===== src/rtl/sys_ctrl_pkg.sv =====
// Shared widths, opcodes, state encoding and ALU operand addresses for sys_ctrl.
package sys_ctrl_pkg;

  localparam int unsigned DATA_WID    = 8;
  localparam int unsigned ADDR_WID    = 4;
  localparam int unsigned FUN_WID     = 4;
  localparam int unsigned ALU_OUT_WID = 2 * DATA_WID;
  localparam int unsigned ST_WID      = 4;

  // Frame opcodes (first byte of every frame)
  localparam logic [DATA_WID-1:0] OP_WRITE   = 8'hAA;
  localparam logic [DATA_WID-1:0] OP_READ    = 8'hBB;
  localparam logic [DATA_WID-1:0] OP_ALU_OPS = 8'hCC;
  localparam logic [DATA_WID-1:0] OP_ALU_NOP = 8'hDD;

  // Controller state encoding
  typedef logic [ST_WID-1:0] state_t;
  localparam state_t ST_IDLE     = 4'd0;
  localparam state_t ST_WR_ADDR  = 4'd1;
  localparam state_t ST_WR_DATA  = 4'd2;
  localparam state_t ST_RD_ADDR  = 4'd3;
  localparam state_t ST_RD_WAIT  = 4'd4;
  localparam state_t ST_ALU_A    = 4'd5;
  localparam state_t ST_ALU_B    = 4'd6;
  localparam state_t ST_ALU_FUN  = 4'd7;
  localparam state_t ST_ALU_WAIT = 4'd8;
  localparam state_t ST_TX_BYTE  = 4'd9;

  // Register-file slots that hold the ALU operands
  localparam logic [ADDR_WID-1:0] ALU_A_ADDR = 4'd0;
  localparam logic [ADDR_WID-1:0] ALU_B_ADDR = 4'd1;

endpackage


===== src/rtl/sys_ctrl_tx_q.sv =====
// Two-byte hold buffer that drains low byte first into the TX FIFO, stalling on full.
module sys_ctrl_tx_q
  import sys_ctrl_pkg::*;
(
  input  logic                   i_clk,
  input  logic                   i_rst_n,
  input  logic                   i_load,
  input  logic [ALU_OUT_WID-1:0] i_data,
  input  logic                   i_two,
  input  logic                   i_fifo_full,
  output logic [DATA_WID-1:0]    o_tx_p_data,
  output logic                   o_tx_d_vld_c,
  output logic                   o_done_c
);

  logic [ALU_OUT_WID-1:0] r_buf;
  logic [1:0]             r_left;
  logic                   w_vld;

  // A byte is written in every cycle it is pending and the FIFO has room
  assign w_vld        = (r_left != 2'd0) && !i_fifo_full;
  assign o_tx_d_vld_c = w_vld;
  assign o_done_c     = w_vld && (r_left == 2'd1);
  assign o_tx_p_data  = r_buf[DATA_WID-1:0];

  // Load a fresh result, or shift out the byte just accepted by the FIFO
  always_ff @(posedge i_clk) begin
    if (!i_rst_n) begin
      r_buf  <= '0;
      r_left <= 2'd0;
    end else if (i_load) begin
      r_buf  <= i_data;
      r_left <= i_two ? 2'd2 : 2'd1;
    end else if (w_vld) begin
      r_buf  <= {DATA_WID'(0), r_buf[ALU_OUT_WID-1:DATA_WID]};
      r_left <= r_left - 2'd1;
    end
  end

endmodule


===== src/rtl/sys_ctrl.sv =====
// Frame decoder driving register file, ALU and TX FIFO from received UART bytes.
module sys_ctrl
  import sys_ctrl_pkg::*;
(
  input  logic                   CLK,
  input  logic                   RST,
  input  logic [DATA_WID-1:0]    RX_P_DATA,
  input  logic                   RX_D_VLD,
  input  logic [DATA_WID-1:0]    RD_DATA,
  input  logic                   RD_DATA_VALID,
  input  logic [ALU_OUT_WID-1:0] ALU_OUT,
  input  logic                   ALU_OUT_VALID,
  input  logic                   FIFO_FULL,
  output logic                   WR_EN,
  output logic                   RD_EN,
  output logic [ADDR_WID-1:0]    ADDRESS,
  output logic [DATA_WID-1:0]    WR_DATA,
  output logic                   ALU_EN,
  output logic [FUN_WID-1:0]     ALU_FUN,
  output logic                   CLK_EN,
  output logic [DATA_WID-1:0]    TX_P_DATA,
  output logic                   TX_D_VLD
);

  state_t                 r_state, w_state_nxt;
  logic [ADDR_WID-1:0]    r_wr_addr, w_wr_addr_nxt;
  logic                   r_wr_en, w_wr_en_nxt;
  logic                   r_rd_en, w_rd_en_nxt;
  logic                   r_alu_en, w_alu_en_nxt;
  logic                   r_clk_en, w_clk_en_nxt;
  logic [ADDR_WID-1:0]    r_address, w_address_nxt;
  logic [DATA_WID-1:0]    r_wr_data, w_wr_data_nxt;
  logic [FUN_WID-1:0]     r_alu_fun, w_alu_fun_nxt;
  logic                   w_q_load, w_q_two, w_q_done;
  logic [ALU_OUT_WID-1:0] w_q_data;

  assign WR_EN   = r_wr_en;
  assign RD_EN   = r_rd_en;
  assign ADDRESS = r_address;
  assign WR_DATA = r_wr_data;
  assign ALU_EN  = r_alu_en;
  assign ALU_FUN = r_alu_fun;
  assign CLK_EN  = r_clk_en;

  // Next state and next registered outputs; strobes default low, data fields hold
  always_comb begin
    w_state_nxt   = r_state;
    w_wr_addr_nxt = r_wr_addr;
    w_wr_en_nxt   = 1'b0;
    w_rd_en_nxt   = 1'b0;
    w_alu_en_nxt  = 1'b0;
    w_clk_en_nxt  = r_clk_en;
    w_address_nxt = r_address;
    w_wr_data_nxt = r_wr_data;
    w_alu_fun_nxt = r_alu_fun;
    w_q_load      = 1'b0;
    w_q_two       = 1'b0;
    w_q_data      = '0;
    case (r_state)
      ST_IDLE: begin
        if (RX_D_VLD) begin
          case (RX_P_DATA)
            OP_WRITE:   w_state_nxt = ST_WR_ADDR;
            OP_READ:    w_state_nxt = ST_RD_ADDR;
            OP_ALU_OPS: w_state_nxt = ST_ALU_A;
            OP_ALU_NOP: w_state_nxt = ST_ALU_FUN;
            default:    w_state_nxt = ST_IDLE;
          endcase
        end
      end
      ST_WR_ADDR: begin
        if (RX_D_VLD) begin
          w_wr_addr_nxt = RX_P_DATA[ADDR_WID-1:0];
          w_state_nxt   = ST_WR_DATA;
        end
      end
      ST_WR_DATA: begin
        if (RX_D_VLD) begin
          w_wr_en_nxt   = 1'b1;
          w_address_nxt = r_wr_addr;
          w_wr_data_nxt = RX_P_DATA;
          w_state_nxt   = ST_IDLE;
        end
      end
      ST_RD_ADDR: begin
        if (RX_D_VLD) begin
          w_rd_en_nxt   = 1'b1;
          w_address_nxt = RX_P_DATA[ADDR_WID-1:0];
          w_state_nxt   = ST_RD_WAIT;
        end
      end
      ST_RD_WAIT: begin
        if (RD_DATA_VALID) begin
          w_q_load    = 1'b1;
          w_q_data    = {DATA_WID'(0), RD_DATA};
          w_state_nxt = ST_TX_BYTE;
        end
      end
      ST_ALU_A: begin
        if (RX_D_VLD) begin
          w_wr_en_nxt   = 1'b1;
          w_address_nxt = ALU_A_ADDR;
          w_wr_data_nxt = RX_P_DATA;
          w_state_nxt   = ST_ALU_B;
        end
      end
      ST_ALU_B: begin
        if (RX_D_VLD) begin
          w_wr_en_nxt   = 1'b1;
          w_address_nxt = ALU_B_ADDR;
          w_wr_data_nxt = RX_P_DATA;
          w_state_nxt   = ST_ALU_FUN;
        end
      end
      ST_ALU_FUN: begin
        if (RX_D_VLD) begin
          w_alu_en_nxt  = 1'b1;
          w_clk_en_nxt  = 1'b1;
          w_alu_fun_nxt = RX_P_DATA[FUN_WID-1:0];
          w_state_nxt   = ST_ALU_WAIT;
        end
      end
      ST_ALU_WAIT: begin
        if (ALU_OUT_VALID) begin
          w_clk_en_nxt = 1'b0;
          w_q_load     = 1'b1;
          w_q_two      = 1'b1;
          w_q_data     = ALU_OUT;
          w_state_nxt  = ST_TX_BYTE;
        end
      end
      ST_TX_BYTE: begin
        if (w_q_done) w_state_nxt = ST_IDLE;
      end
      default: w_state_nxt = ST_IDLE;
    endcase
  end

  // State and output registers with synchronous active-low reset
  always_ff @(posedge CLK) begin
    if (!RST) begin
      r_state   <= ST_IDLE;
      r_wr_addr <= '0;
      r_wr_en   <= 1'b0;
      r_rd_en   <= 1'b0;
      r_alu_en  <= 1'b0;
      r_clk_en  <= 1'b0;
      r_address <= '0;
      r_wr_data <= '0;
      r_alu_fun <= '0;
    end else begin
      r_state   <= w_state_nxt;
      r_wr_addr <= w_wr_addr_nxt;
      r_wr_en   <= w_wr_en_nxt;
      r_rd_en   <= w_rd_en_nxt;
      r_alu_en  <= w_alu_en_nxt;
      r_clk_en  <= w_clk_en_nxt;
      r_address <= w_address_nxt;
      r_wr_data <= w_wr_data_nxt;
      r_alu_fun <= w_alu_fun_nxt;
    end
  end

  sys_ctrl_tx_q u_tx_q (
    .i_clk        (CLK),
    .i_rst_n      (RST),
    .i_load       (w_q_load),
    .i_data       (w_q_data),
    .i_two        (w_q_two),
    .i_fifo_full  (FIFO_FULL),
    .o_tx_p_data  (TX_P_DATA),
    .o_tx_d_vld_c (TX_D_VLD),
    .o_done_c     (w_q_done)
  );

endmodule

===== config.mk =====
export PLATFORM = sky130hd
export DESIGN_NAME = sys_ctrl
export DESIGN_NICKNAME = d
export VERILOG_FILES = /design/src/rtl/sys_ctrl_pkg.sv /design/src/rtl/sys_ctrl_tx_q.sv /design/src/rtl/sys_ctrl.sv
export SDC_FILE = /design/constraint.sdc
export NUM_CORES = 1
export LEC_CHECK = 0
export ABC_CLOCK_PERIOD_IN_PS = 4600
export BUFFER_PORTS_ARGS = -buffer_cell sky130_fd_sc_hd__buf_4
export CAP_MARGIN = 20
export CORE_ASPECT_RATIO = 0.8
export CORE_MARGIN = 5
export CORE_UTILIZATION = 45
export DETAILED_ROUTE_END_ITERATION = 8
export PLACE_DENSITY = 0.72
export SLEW_MARGIN = 10
export SYNTH_ARGS = -nofsm -noshare
export SYNTH_HDL_FRONTEND = slang
export SYNTH_SLANG_ARGS = --single-unit

===== constraint.sdc =====
create_clock -name CLK -period 4.6 [get_ports CLK]
set_input_delay 0.92 -clock CLK [delete_from_list [all_inputs] [get_ports CLK]]
set_output_delay 0.92 -clock CLK [all_outputs]
set_load 0.01 [all_outputs]

==> impl_metrics.yaml, run 1 <==
synth:
  syn_area_um2: 2250
  ys_seq_area_share_pct: 40.8
  synthFlopType: "dfxtp_1"
  synth-compound-area-share_pct: 24.5
  synthSimpleGateAreaFrac_pct: 17.3
  synth-edff-count: 0
  synth_xor_area_share_pct: 0.777
  synth_top_family_by_area: "compound AO/OA/AOI/OAI gates"
  postSynthCellCount: 254
  async_flop_share_pct: 0
  synthAdderAreaFrac_pct: 1.11
  yosysWarnings: 0
  ys_seq_elements: 46
  syn_area_per_cell_um2: 8.88
  ys_types: 49
  synth_fp_nets: 294
  synthMuxAreaShare_pct: 7.55
routing:
  drt-total-wl_um: 5870
  dr.first_iter.drc_count: 180
  wl_per_cell_um: 16.1
  first_pass_iters: 4
  drtAntennaViolNets: 0
  drc: 0
  vias: 2092
  via_per_inst: 5.75
worst_setup_path:
  worst_path_most_repeated_cell: "buf_4"
  cp_data_arrival_time_ns: 2.02
  cp-start-kind: "primary input"
  slowest_delay_ns: 0.42
  slowest_stage: "or2_2"
  crit_type: "in2out"
  worstPathRequired_ns: 3.68
  crit_fanout: 17
  crit_chain: "buf_4, or2_2, inv_1, buf_4"
  end_kind: "primary output"
power:
  p_leak_nw: 1.21
  power_density_nw_per_um2: 300
  ir_drop_mv: 0.168
  total_power_uw: 836
place:
  place_congestion: 0.813
  port_buffers: 66
  place_hpwl_um: 4150
grt:
  antenna_found_initial: 0
  grtUsageMet1_pct: 27.5
  grt_usage_pct: 18.6
  grt_busiest_layer: "met1"
  gr-total-overflow: 0
  grt_pass1_wl_um: 9560
  grt_pass1_vias: 1956
  use_met3_pct: 4.82
  grt_start_max_net_pins: 33
  grtUsageMet2_pct: 26.6
clocking:
  cts_tree: "yes"
  cts_buffers: 5
  cts_root_buf: "clkbuf_8"
  cts_resized: 0
  cts_hold_buf: 0
  cts.clk_slew.worst_paths_ns: 0.09
  clock_latency_ns: 0.30
  cts_setup_buffers: 0
  cts_sinks: 46
  ctsLongestPathBuffers: 2
  cts_max_level: 2
sta:
  worst_slew_pin_slew_ns: 0.950
  finalCritPeriodShare_pct: 63.9
  finalSetupTns_ns: 0
  max_freq_ghz: 0.340
  rsz0062_at_grt: "no"
  fin_worst_skew_ns: 0.00920
  period_needed_ns: 2.94
  setup_viol: 0
  max_slew_margin_pct: 36.6
  hold_violations: 0
  maxSlewViolCount: 0
floorplanning:
  io-pin-count: 67
  die_area_um2: 6530
  core_area_um2: 4920
  initial_core_util_pct: 45.8
  die_h_um: 73.3
  die_width_um: 89.1
  rows: 23
layout:
  final_cell_mix: "buf_4, dfxtp_1, nor2_1"
  final_common_cell: "buf_4"
  n_antenna_cell: 0
  syn2layout_area_growth_pct: 23.8
  nFillCells: 462
  final_nets: 341
  drive_gt1_share_pct: 25.2
  utilization_pct: 56.7
status:
  outcome: "finished, final reports clean"
min_path:
  hold_class: "reg2reg"
run:
  max_cap_violations: 0
## stage by stage
step / instance area [um^2] / cells / hold WS [ns] / setup WS (ns)
after floorplan: 2250 / 254 / 0.468 / 2.03
after global placement: 2680 / 356 / 0.457 / 1.72
after detailed placement: 2680 / 356 / 0.460 / 1.69
after CTS: 2790 / 364 / 0.472 / 1.69
after global routing: 2790 / 364 / 0.483 / 1.61
final: 2790 / 364 / 0.468 / 1.66
## synthesized netlist by cell type (all sizes together), types with 5 or more instances
master | number | area share, %
nand2 | 10 | 1.7
o31ai | 8 | 2.7
inv | 9 | 1.5
a22oi | 8 | 2.7
o21ai | 11 | 2.4
clkbuf | 10 | 1.7
a32oi | 9 | 3.5
dfxtp | 46 | 41
nor2 | 35 | 5.8
buf | 16 | 4.7
nand2b | 5 | 1.4
mux2i | 17 | 7.5
a21oi | 17 | 4.3
## logic make-up (layout without fill, tap and decap cells)
logic type | after synthesis | after routing
muxes | 17 | 17
adders and majority gates | 2 | 2
and+or+nand+nor | 75 | 75
buffers and inverters | 35 | 83
AOI/OAI and AO/OA | 77 | 77
DFF | 46 | 46
xor gates and xnor gates | 2 | 2
## power by group
part	internal, mW	switching [mW]	total, mW
Clock	0.163	0.133	0.296
Combinational	0.0579	0.0611	0.119
Sequential	0.412	0.00893	0.421
## metal layers
layer  vias up  part of all wire [%]  routed length (um)
met5         -                     0                   0
met4         0                  0.85                  50
met3         5                   7.4                 434
met2        65                    45                2670
met1      1012                    46                2720
li1       1010                     -                   -
## path summary, 6_finish.rpt
path                   start               to  slack (ns)  cells after the start
hold reg to reg       CLK_EN           CLK_EN        0.47                      2
setup reg to reg  r_state[2]  u_tx_q.r_buf[5]        2.41                      4
hold / removal        CLK_EN           CLK_EN        0.47                      2
setup / recovery   FIFO_FULL         TX_D_VLD        1.66                      4
## state kept, by name, summed over array words and instances (netlist names)
signal,count
WR_EN,1
ALU_FUN,4
WR_DATA,8
CLK_EN,1
RD_EN,1
r_state,4
ADDRESS,4
r_wr_addr,4
u_tx_q.r_buf,16
ALU_EN,1
u_tx_q.r_left,2
## critical path, delay by kind of cell
| kind | cells | cell delay [ns] |
|---|---|---|
| buffers and inverters | 3 | 0.68 |
| and+or+nand+nor | 1 | 0.42 |
## area by class of cell
class                   instances  area, um^2  area share, %
multi-input cells             173        1160           41.4
flip-flops and latches         46         921           33.0
repair buffers                 66         495           17.8
well taps                      62        77.6           2.78
clock buffers                   7        76.3           2.74
inverters                       9        33.8           1.21
clock inverters                 1        30.0           1.08
Note: power is estimated with default switching activity, not from simulation.
==> run 2: changes to the inputs <==
- ABC_CLOCK_PERIOD_IN_PS: 4600 -> 2800
- clock period: 4.6 -> 2.8 ns (I/O delays scaled with it)
==> run 2 against run 1 <==
  * Routed wire length shrank 3.5%
  * Cell count is 0.55% higher
  * Critical path depth up 1
  * Non-clock buffer count rose by 2
  * Core utilization increased by 0.43 points
  * Die area did not move
  * Critical path type is now reg2out
  * Combinational power rose by 65%
  * Count of clock-buffer cells in the layout down 2
  * Total power rose by 66%
  * Via count fell by 1.9%
==> impl_metrics.yaml, run 2 (same netlist as run 1, synthesis figures left out) <==
sta:
  period_needed_ns: 2.40
  fin_worst_skew_ns: 0.00877
  setup_viol: 0
  max_slew_margin_pct: 58.3
  finalSetupTns_ns: 0
  max_freq_ghz: 0.417
  hold_violations: 0
  worst_slew_pin_slew_ns: 0.626
  finalCritPeriodShare_pct: 85.7
  holdWs_ns: 0.478
  rsz0062_at_grt: "no"
  maxSlewViolCount: 0
worst_setup_path:
  cp-start-kind: "register"
  worstPathRequired_ns: 2.24
  slowest_delay_ns: 0.40
  worst_r2r_path_depth: 7
  crit_type: "reg2out"
  slowest_stage: "or2_2"
  r2r_slack_ns: 0.65
  r2r_start: "u_tx_q.r_left[1]"
  crit_chain: "inv_1, ha_1, or2_2, inv_1, buf_4"
  r2r-end: "r_state[2]"
  cp_data_arrival_time_ns: 1.84
  end_kind: "primary output"
  crit_fanout: 17
  worst_path_most_repeated_cell: "inv_1"
clocking:
  ctsLongestPathBuffers: 2
  cts.clk_slew.worst_paths_ns: 0.09
  cts_buffers: 5
  cts_resized: 0
  cts_root_buf: "clkbuf_8"
  cts_hold_buf: 0
  cts_sinks: 46
  clock_latency_ns: 0.30
  cts_max_level: 2
  cts_tree: "yes"
  cts_setup_buffers: 0
power:
  power.share.sequential_pct: 49.9
  pwr-share-clk_pct: 36.0
  internal_power_mw: 1.04
  power_density_nw_per_um2: 493
  ir_drop_mv: 0.389
  power.switching_uw: 345
  comb_power_share_pct: 14.1
  p_leak_nw: 1.22
  switching_share_pct: 24.9
routing:
  via_per_inst: 5.61
  drtAntennaViolNets: 0
  drc: 0
  drt-total-wl_um: 5670
  wl_per_cell_um: 15.5
  first_pass_iters: 4
  vias: 2053
  dr.first_iter.drc_count: 141
grt:
  grt_pass1_vias: 2001
  gr-total-overflow: 0
  grt_start_max_net_pins: 31
  grt_pass1_wl_um: 9520
  grt_usage_pct: 18.5
  antenna_found_initial: 0
layout:
  final_nets: 343
  n_antenna_cell: 0
  largest_reg_flops: 16
  utilization_pct: 57.1
  syn2layout_area_growth_pct: 24.7
  final_common_cell: "buf_4"
  top_register: "u_tx_q.r_buf"
  final_cell_mix: "buf_4, dfxtp_1, nor2_1"
  drive_gt1_share_pct: 26.3
min_path:
  holdPathEnd: "u_tx_q.r_buf[8]"
  hp-start: "ALU_OUT[8]"
  hold_class: "in2reg"
  hold_depth: 3
floorplanning:
  io-pin-count: 67
  die_width_um: 89.1
  initial_core_util_pct: 45.8
  core_area_um2: 4920
  die_area_um2: 6530
  rows: 23
  die_h_um: 73.3
place:
  place_congestion: 0.874
  place_hpwl_um: 4110
  port_buffers: 66
run:
  max_cap_violations: 0
status:
  outcome: "finished, final reports clean"
==> run 2: power groups by stage <==
stage	registers, mW	clock network (mW)	logic [mW]
CTS	0.691	0.505	0.195
detailed placement	0.705	0	0.193
global route	0.695	0.543	0.216
floorplan	0.701	0	0.125
global placement	0.705	0	0.192
finish	0.691	0.498	0.196
==> run 2: worst max-delay path by stage <==
stage                           from         end  slack, ns
finish              u_tx_q.r_left[1]    TX_D_VLD       0.40
global route        u_tx_q.r_left[0]    TX_D_VLD       0.27
CTS                 u_tx_q.r_left[0]    TX_D_VLD       0.41
detailed placement         FIFO_FULL  r_state[2]       0.55
global placement           FIFO_FULL  r_state[2]       0.61
floorplan                  FIFO_FULL    TX_D_VLD       0.95
==> run 2: final cells by class <==
cell class / instances / area (um^2)
Fill cell: 458 / 2110
Multi-Input combinational cell: 173 / 1160
Sequential cell: 46 / 921
Timing Repair Buffer: 68 / 510
Tap cell: 62 / 77.6
Clock buffer: 5 / 68.8
Clock inverter: 3 / 43.8
Inverter: 9 / 33.8
==> run 2: critical path, delay by kind of cell, from the launching register on <==
kind / cells / cell delay, ns
buffers and inverters: 3 / 0.62
and+or+nand+nor: 1 / 0.40
DFF: 1 / 0.35
adders and majority gates: 1 / 0.16
==> run 2: through the flow <==
| step | instance area, um^2 | instances | setup WS, ns | total power, mW |
|---|---|---|---|---|
| after global routing | 2810 | 366 | 0.270 | 1.45 |
| after CTS | 2810 | 366 | 0.408 | 1.39 |
| final | 2810 | 366 | 0.401 | 1.38 |
| after detailed placement | 2700 | 358 | 0.551 | 0.899 |
| after floorplan | 2250 | 254 | 0.951 | 0.826 |
| after global placement | 2700 | 358 | 0.614 | 0.897 |
==> run 2: layer usage <==
metal,global-route usage [%],vias to the layer above,wire length [um]
li1,-,1022,-
met1,27.0,975,2660
met4,3.97,0,38
met2,27.6,52,2560
met3,4.48,4,406
met5,0,-,0
